==> src/rtl/cam_config_sequencer_pkg.sv <==
// Shared types and constants for the camera configuration sequencer.
// State encoding, ROM word markers and camera indices.
package cam_config_sequencer_pkg;

  typedef enum logic [2:0] {
    IDLE,
    ARB,
    ROM_RD,
    DECODE,
    ISSUE,
    WAIT_DONE,
    DELAY,
    FINISH
  } state_t;

  localparam logic [15:0] END_MARKER = 16'hFFFF;
  localparam logic [7:0]  DELAY_TAG  = 8'hF0;

  localparam logic CAM1 = 1'b0;
  localparam logic CAM2 = 1'b1;

endpackage

==> src/rtl/cam_config_sequencer_delay_timer.sv <==
// Delay counter: load nn, count nn*DELAY_UNIT cycles, then pulse expire (nn = 0 expires at once).
// Latency: expire is asserted in the last counted cycle; no backpressure.
module cfg_delay_timer #(
  parameter int DELAY_UNIT = 100000
) (
  input  logic       clk,
  input  logic       reset,
  input  logic       load,
  input  logic [7:0] delay_ticks,
  output logic       expire
);

  localparam int CW = (DELAY_UNIT > 1) ? $clog2(DELAY_UNIT) : 1;
  localparam logic [CW-1:0] CYC_LAST = CW'(DELAY_UNIT - 1);

  logic          active;
  logic [7:0]    remaining;
  logic [CW-1:0] cyc;
  logic          unit_end;

  assign unit_end = (cyc == CYC_LAST);
  // Fire in the final cycle of the last tick so the wait is exactly nn*DELAY_UNIT.
  assign expire   = active && ((remaining == 8'd0) || (remaining == 8'd1 && unit_end));

  always_ff @(posedge clk or negedge reset) begin
    if (!reset) begin
      active    <= 1'b0;
      remaining <= 8'd0;
      cyc       <= '0;
    end else if (load) begin
      active    <= 1'b1;
      remaining <= delay_ticks;
      cyc       <= '0;
    end else if (expire) begin
      active    <= 1'b0;
      remaining <= 8'd0;
      cyc       <= '0;
    end else if (active) begin
      if (unit_end) begin
        cyc       <= '0;
        remaining <= remaining - 8'd1;
      end else begin
        cyc <= cyc + CW'(1);
      end
    end
  end

endmodule

==> src/rtl/cam_config_sequencer.sv <==
// Walks the shared config ROM once per camera request, issuing SCCB writes with NACK retry and timed delays.
// Latency: request to first sccb_start is 5 cycles; stalls in ISSUE while sccb_busy and waits for sccb_done.
module cam_config_sequencer
  import cam_config_sequencer_pkg::*;
#(
  parameter int ROM_AW     = 8,
  parameter int DELAY_UNIT = 100000,
  parameter int RETRY_MAX  = 3
) (
  input  logic              clk,
  input  logic              reset,
  input  logic [1:0]        cfg_req,
  output logic [ROM_AW-1:0] rom_addr,
  input  logic [15:0]       rom_data,
  output logic              sccb_sel,
  output logic              sccb_start,
  output logic [7:0]        sccb_reg,
  output logic [7:0]        sccb_wdata,
  input  logic              sccb_busy,
  input  logic              sccb_done,
  input  logic              sccb_nack,
  output logic [1:0]        cfg_done,
  output logic [1:0]        cfg_error,
  output logic              busy
);

  localparam int RW = (RETRY_MAX > 0) ? $clog2(RETRY_MAX + 1) : 1;
  localparam logic [ROM_AW-1:0] ADDR_LAST = '1;

  state_t        state, state_nxt;
  logic [1:0]    pending;
  logic          rr_ptr;
  logic [RW-1:0] retry_cnt;
  logic          grant;
  logic          is_end;
  logic          is_delay;
  logic          retry_left;
  logic          timer_load;
  logic          timer_expire;

  assign grant      = pending[rr_ptr] ? rr_ptr : ~rr_ptr;
  // The last ROM word always ends the pass so rom_addr can never wrap.
  assign is_end     = (rom_data == END_MARKER) || (rom_addr == ADDR_LAST);
  assign is_delay   = (rom_data[15:8] == DELAY_TAG);
  assign retry_left = (retry_cnt < RW'(RETRY_MAX));
  assign timer_load = (state == DECODE) && !is_end && is_delay;

  cfg_delay_timer #(
    .DELAY_UNIT(DELAY_UNIT)
  ) u_delay_timer (
    .clk        (clk),
    .reset      (reset),
    .load       (timer_load),
    .delay_ticks(rom_data[7:0]),
    .expire     (timer_expire)
  );

  always_ff @(posedge clk or negedge reset) begin
    if (!reset) state <= IDLE;
    else        state <= state_nxt;
  end

  always_comb begin
    state_nxt = state;
    case (state)
      IDLE:      if (|pending) state_nxt = ARB;
      ARB:       state_nxt = ROM_RD;
      ROM_RD:    state_nxt = DECODE;
      DECODE: begin
        if (is_end)        state_nxt = FINISH;
        else if (is_delay) state_nxt = DELAY;
        else               state_nxt = ISSUE;
      end
      ISSUE:     if (!sccb_busy) state_nxt = WAIT_DONE;
      WAIT_DONE: begin
        if (sccb_done) begin
          if (!sccb_nack)     state_nxt = ROM_RD;
          else if (retry_left) state_nxt = ISSUE;
          else                state_nxt = FINISH;
        end
      end
      DELAY:     if (timer_expire) state_nxt = ROM_RD;
      FINISH:    state_nxt = IDLE;
      default:   state_nxt = IDLE;
    endcase
  end

  always_comb begin
    busy       = (state != IDLE);
    sccb_start = (state == ISSUE) && !sccb_busy;
  end

  // Power-up leaves both cameras pending so each gets configured once.
  always_ff @(posedge clk or negedge reset) begin
    if (!reset) begin
      pending    <= 2'b11;
      rr_ptr     <= CAM1;
      rom_addr   <= '0;
      sccb_sel   <= CAM1;
      sccb_reg   <= 8'd0;
      sccb_wdata <= 8'd0;
      cfg_done   <= 2'b00;
      cfg_error  <= 2'b00;
      retry_cnt  <= '0;
    end else begin
      pending <= pending | cfg_req;
      case (state)
        ARB: begin
          pending[grant]   <= cfg_req[grant];
          sccb_sel         <= grant;
          rom_addr         <= '0;
          cfg_done[grant]  <= 1'b0;
          cfg_error[grant] <= 1'b0;
          retry_cnt        <= '0;
        end
        DECODE: begin
          if (!is_end && !is_delay) {sccb_reg, sccb_wdata} <= rom_data;
        end
        WAIT_DONE: begin
          if (sccb_done) begin
            if (!sccb_nack) begin
              retry_cnt <= '0;
              rom_addr  <= rom_addr + ROM_AW'(1);
            end else if (retry_left) begin
              retry_cnt <= retry_cnt + RW'(1);
            end else begin
              cfg_error[sccb_sel] <= 1'b1;
            end
          end
        end
        DELAY: begin
          if (timer_expire) rom_addr <= rom_addr + ROM_AW'(1);
        end
        FINISH: begin
          if (!cfg_error[sccb_sel]) cfg_done[sccb_sel] <= 1'b1;
          rr_ptr <= (sccb_sel == CAM1) ? CAM2 : CAM1;
        end
        default: ;
      endcase
    end
  end

endmodule
==> config.mk <==
export PLATFORM = sky130hd
export DESIGN_NAME = cam_config_sequencer
export DESIGN_NICKNAME = d
export VERILOG_FILES = /design/src/rtl/cam_config_sequencer_pkg.sv /design/src/rtl/cam_config_sequencer_delay_timer.sv /design/src/rtl/cam_config_sequencer.sv
export SDC_FILE = /design/constraint.sdc
export NUM_CORES = 1
export LEC_CHECK = 0
export CAP_MARGIN = 40
export CORE_UTILIZATION = 58
export DETAILED_ROUTE_END_ITERATION = 7
export PLACE_DENSITY = 0.84
export SLEW_MARGIN = 20
export SYNTH_ARGS = -nofsm -noshare
export SYNTH_HDL_FRONTEND = slang
export SYNTH_SLANG_ARGS = --single-unit
==> constraint.sdc <==
create_clock -name clk -period 3.99 [get_ports clk]
set_input_delay 0.798 -clock clk [delete_from_list [all_inputs] [get_ports clk]]
set_output_delay 0.798 -clock clk [all_outputs]
set_load 0.05 [all_outputs]
# == Word level (Yosys, flattened, before mapping) ==
# Index checks and enable logic that the tools add are counted.
# op_classes
addsub,4
order_cmp,6
eq_ne,21
n_mux,47
bitwise,7
n_reduce_logical,30
# ops
operator,count
$mux W17,4
$mux W8,7
$pmux W3 S8,1
$pmux W8 S3,1
$mux W2,11
$add A17 B1 Y17 const B,1
$eq A17 B17 Y1 const B,1
$eq A16 B16 Y1 const B,1
$eq A8 B8 Y1 const B,2
$ne A2 B2 Y1 const B,8
$mux W3,5
$eq A3 B3 Y1 const B,4
$mux W1,12
$pmux W2 S2,3
$reduce_and A4 Y1,3
$reduce_bool A3 Y1,4
$add A8 B1 Y8 const B,1
$eq A8 B1 Y1 const B,1
$logic_and A1 B1 Y1,8
$logic_not A8 Y1,1
$sub A8 B1 Y8 const B,1
$eq A3 B2 Y1 const B,2
$lt A1 B2 Y1 const B,3
$or A2 B2 Y2,3
17 further kinds,27
# word_totals
regBits,63
in_bits,23

# == Logic depth before layout (Yosys ltp) ==
# depth
ltp_word,10
ltp_mapped,8
depth_no_buf,7

# == By module ==
# A second synthesis with hierarchy kept.
# hier_totals
cells_unflattened,338
area_unflattened_um2,3408.3
# modules_own_cells
mod,n_inst,cells_per_inst,area_per_inst_um2
cam_config_sequencer,1,168,1859.3
cfg_delay_timer,1,170,1549.0

# == Least setup slack after synthesis ==
# Ideal clock, no wire load.
# synth_timing
kind,input to output
startpoint,input sccb_busy
endpoint,output sccb_start
t_arrival_ps,2247
required_ps,3192
slack_ps,945
cell_stages,1
n_path_buf,0
cell_sequence,nor4_1
# synth_between
elab_chain_cells,2
# synth_rtl
element,line_no,rtl
"start, declared",cam_config_sequencer.sv:19,"input logic sccb_busy,"
$logic_not A1 Y1,cam_config_sequencer.sv:90,sccb_start = (state == ISSUE) && !sccb_busy;
$logic_and A1 B1 Y1,cam_config_sequencer.sv:90,
"end, declared",cam_config_sequencer.sv:16,"output logic sccb_start,"
# No other way between the ends.

# == Worst setup path in the final report ==
# layout_timing
startpoint,register state[2]
endpoint,output sccb_start
# layout_between
elab_chain_cells,2
# layout_rtl
element,line_no,rtl
"start, declared",cam_config_sequencer.sv:30,"state_t state, state_nxt;"
"start signal, assigned",cam_config_sequencer.sv:60,else state <= state_nxt;
$eq A3 B3 Y1,cam_config_sequencer.sv:90,
$logic_and A1 B1 Y1,cam_config_sequencer.sv:90,
# No other way between the ends.

==> impl_metrics.py <==
metrics = {
    "logic_synthesis": {
        "synthFlopType": "dfrtp_1",
        "yosysSeqAreaShare": 0.446,
        "synth.distinct_cells": 58,
        "synthesis.nets": 400,
        "syn_area_per_cell_um2": 9.55,
        "synth-edff-count": 0,
        "ys_ff_latch": 63,
        "synthCells": 371,
        "synthArstFlopShare": 1.00,
        "yosysWarningCount": 0,
        "synth_area_um2": 3540,
    },
    "global_route": {
        "antenna_found_initial": 0,
        "grt_pass1_vias": 3001,
        "grt_pass1_wl_um": 14400,
        "grt_start_max_net_pins": 31,
        "track_usage": 0.294,
        "grt_overflow": 0,
    },
    "routing": {
        "drt_iter0_drc": 189,
        "drtAntennaViolNets": 0,
        "wl_per_cell_um": 17.1,
        "firstDrtPassIters": 5,
        "drcViolationCount": 0,
        "num_vias": 3174,
        "routed_wl_um": 8720,
        "routed_via_density": 6.24,
    },
    "timing": {
        "setup_tns_ns": 0,
        "hold_viol": 0,
        "rsz0062_at_grt": "no",
        "worst_clock_skew_ns": 0.00718,
        "clock.fmax_mhz": 327,
        "slew_violations": 0,
        "tightest_slew_ns": 0.822,
        "post-route-period-util": 0.767,
        "finalSetupViolCount": 0,
        "period_needed_ns": 3.06,
        "fin_hold_ws_ns": 0.329,
        "slew_headroom": 0.450,
    },
    "pwr": {
        "p_per_area_nw_per_um2": 313,
        "peakVddDrop_v": 0.000333,
        "power_switching_share": 0.251,
        "combPwrFrac": 0.077,
        "intPower_mw": 1.02,
        "p_sw_uw": 341,
        "p_seq_frac": 0.511,
        "p_leak_nw": 1.81,
        "p_clk_frac": 0.412,
    },
    "critical_path": {
        "ff2ff_path_depth": 5,
        "crit_type": "reg -> out",
        "r2r_end": "u_delay_timer.remaining[6]$_DFFE_PN0P_",
        "start_kind": "flop",
        "r2r-start": "u_delay_timer.cyc[6]$_DFFE_PN0P_",
        "cp_slowest_cell": "clkdlybuf4s50_1",
        "cp.arrival_ns": 2.26,
        "crit_path_end_kind": "output port",
        "max_stage_delay_ns": 0.85,
        "worstPathRequired_ns": 3.19,
        "cp_max_fo": 13,
        "path_cells": "inv_1 > nor4_1 > clkdlybuf4s50_1",
        "regToRegSetupSlack_ns": 1.65,
    },
    "layout": {
        "largest_reg_flops": 17,
        "max_flop_register": "u_delay_timer.cyc",
        "final_area_um2": 4340,
        "drive_above_1_share": 0.124,
        "fin_nets": 458,
        "syn2layout_area_growth_pct": 22.6,
        "num_antenna_cells": 0,
    },
    "clocking": {
        "clk_pin_slew_worst_paths_ns": 0.07,
        "cts.sinks": 63,
        "root_buffer": "clkbuf_8",
        "cts_tree": "yes",
        "cts_buffers": 9,
        "cts_hold_buffers": 0,
        "post_cts_buffers": 0,
        "htreeDepth": 3,
        "worst_skew_pair.late_latency_ns": 0.34,
        "cts-resized-gates": 0,
        "cts_buffer_depth": 2,
    },
    "floorplan": {
        "die-area_um2": 6420,
        "io_pins": 54,
        "die_width_um": 80.2,
        "die_y_um": 80.2,
        "core_area_um2": 5920,
        "start_util": 0.598,
        "rows": 28,
    },
    "job": {
        "maxCapViolCount": 0,
    },
    "place": {
        "post_dp_cell_area_um2": 4140,
        "io_buffers": 53,
        "dpl.hpwl_um": 6240,
        "gp_congestion": 0.869,
    },
    "min_path": {
        "hp-class": "in -> async",
    },
    "outcome": {
        "status": "completed",
    },
}
-- cells by family after synthesis --
logic type | Yosys count | synth area share
fa+ha+maj | 6 | 0.0212
mux | 23 | 0.0710
flops | 63 | 0.446
simple gates | 149 | 0.247
compound gates | 104 | 0.180
buf+inv | 26 | 0.0353
-- synthesized netlist by cell type, types with 3 or more instances --
library cell  count  area share
o31ai_1           4      0.0085
inv_1            15       0.016
buf_6             3      0.0095
clkbuf_1          4      0.0042
nor2b_1           3      0.0053
dfrtp_1          61        0.43
and3_1            7       0.012
or4b_1            3      0.0085
a21o_1            5       0.011
nand3_1          19       0.027
nand4_1           8       0.014
nand2_1          33       0.035
nor2_1           15       0.016
o21ai_0          29       0.041
nor3_1            9       0.013
a32oi_1           3      0.0074
or3_1            17       0.030
ha_1              6       0.021
mux2_2           17       0.054
a21oi_1          38       0.054
mux2i_1           6       0.017
buf_2             3      0.0042
nor4_1            3      0.0053
or4_1             6       0.013
nand2b_1          7       0.012
o22ai_1           4      0.0071
-- power groups by stage --
stage	clock network [mW]	registers [mW]	logic (mW)
2_1_floorplan	0	0.703	0.0436
3_3_place_gp	0	0.702	0.0979
3_5_place_dp	0	0.705	0.104
4_1_cts	0.568	0.693	0.105
5_1_grt	0.593	0.699	0.117
6_report	0.559	0.694	0.105
-- stage by stage --
stage / instances / setup slack, ns / utilization / total power, mW
floorplan: 371 / 0.945 / - / 0.747
global placement: 490 / 0.761 / 0.694 / 0.800
detailed placement: 492 / 0.727 / 0.698 / 0.809
CTS: 508 / 0.928 / 0.732 / 1.37
global route: 509 / 0.751 / 0.733 / 1.41
finish: 509 / 0.930 / 0.733 / 1.36
-- cell usage in the layout (no fill, tap or decap), drive strengths merged, types with 11 or more instances in the layout --
master / n
a21oi: 38
clkbuf: 11
clkdlybuf4s50: 52
dfrtp: 61
inv: 15
mux2: 17
nand2: 34
nand3: 21
nor2: 16
o21ai: 31
or3: 17
-- cell type report --
type / instances / area, µm²
sequential: 63 / 1580
clock inverter: 5 / 57.6
timing repair buffer: 58 / 576
fill: 438 / 1580
multi-input combinational: 282 / 1840
tap: 75 / 93.8
clock buffer: 11 / 141
inverter: 15 / 56.3
-- worst max-delay path by stage --
stage | startpoint | end | slack (ns) | cells after the start
2_1_floorplan | sccb_busy | sccb_start | 0.95 | 1
3_3_place_gp | rom_data[15] | sccb_reg[7]$_DFFE_PN0P_ | 0.76 | 6
3_5_place_dp | rom_data[13] | sccb_reg[0]$_DFFE_PN0P_ | 0.73 | 7
4_1_cts | sccb_busy | sccb_start | 0.93 | 3
5_1_grt | state[2]$_DFFE_PN0P_ | sccb_start | 0.75 | 3
6_report | state[2]$_DFFE_PN0P_ | sccb_start | 0.93 | 3
-- worst max-delay path, delay by kind of cell (launching register included) --
family | cells | cell delay (ns)
flip-flops | 1 | 0.57
AND/OR/NAND/NOR | 1 | 0.31
buffers and inverters | 2 | 1.04
-- routing by layer --
layer / global-route usage / routed length (µm) / vias up
met2: 0.458 / 4320 / 100
met4: 0.121 / 227 / 0
li1: - / - / 1502
met1: 0.389 / 3790 / 1552
met3: 0.0761 / 383 / 20
met5: 0 / 0 / -
Note: power is estimated with default switching activity, not from simulation.
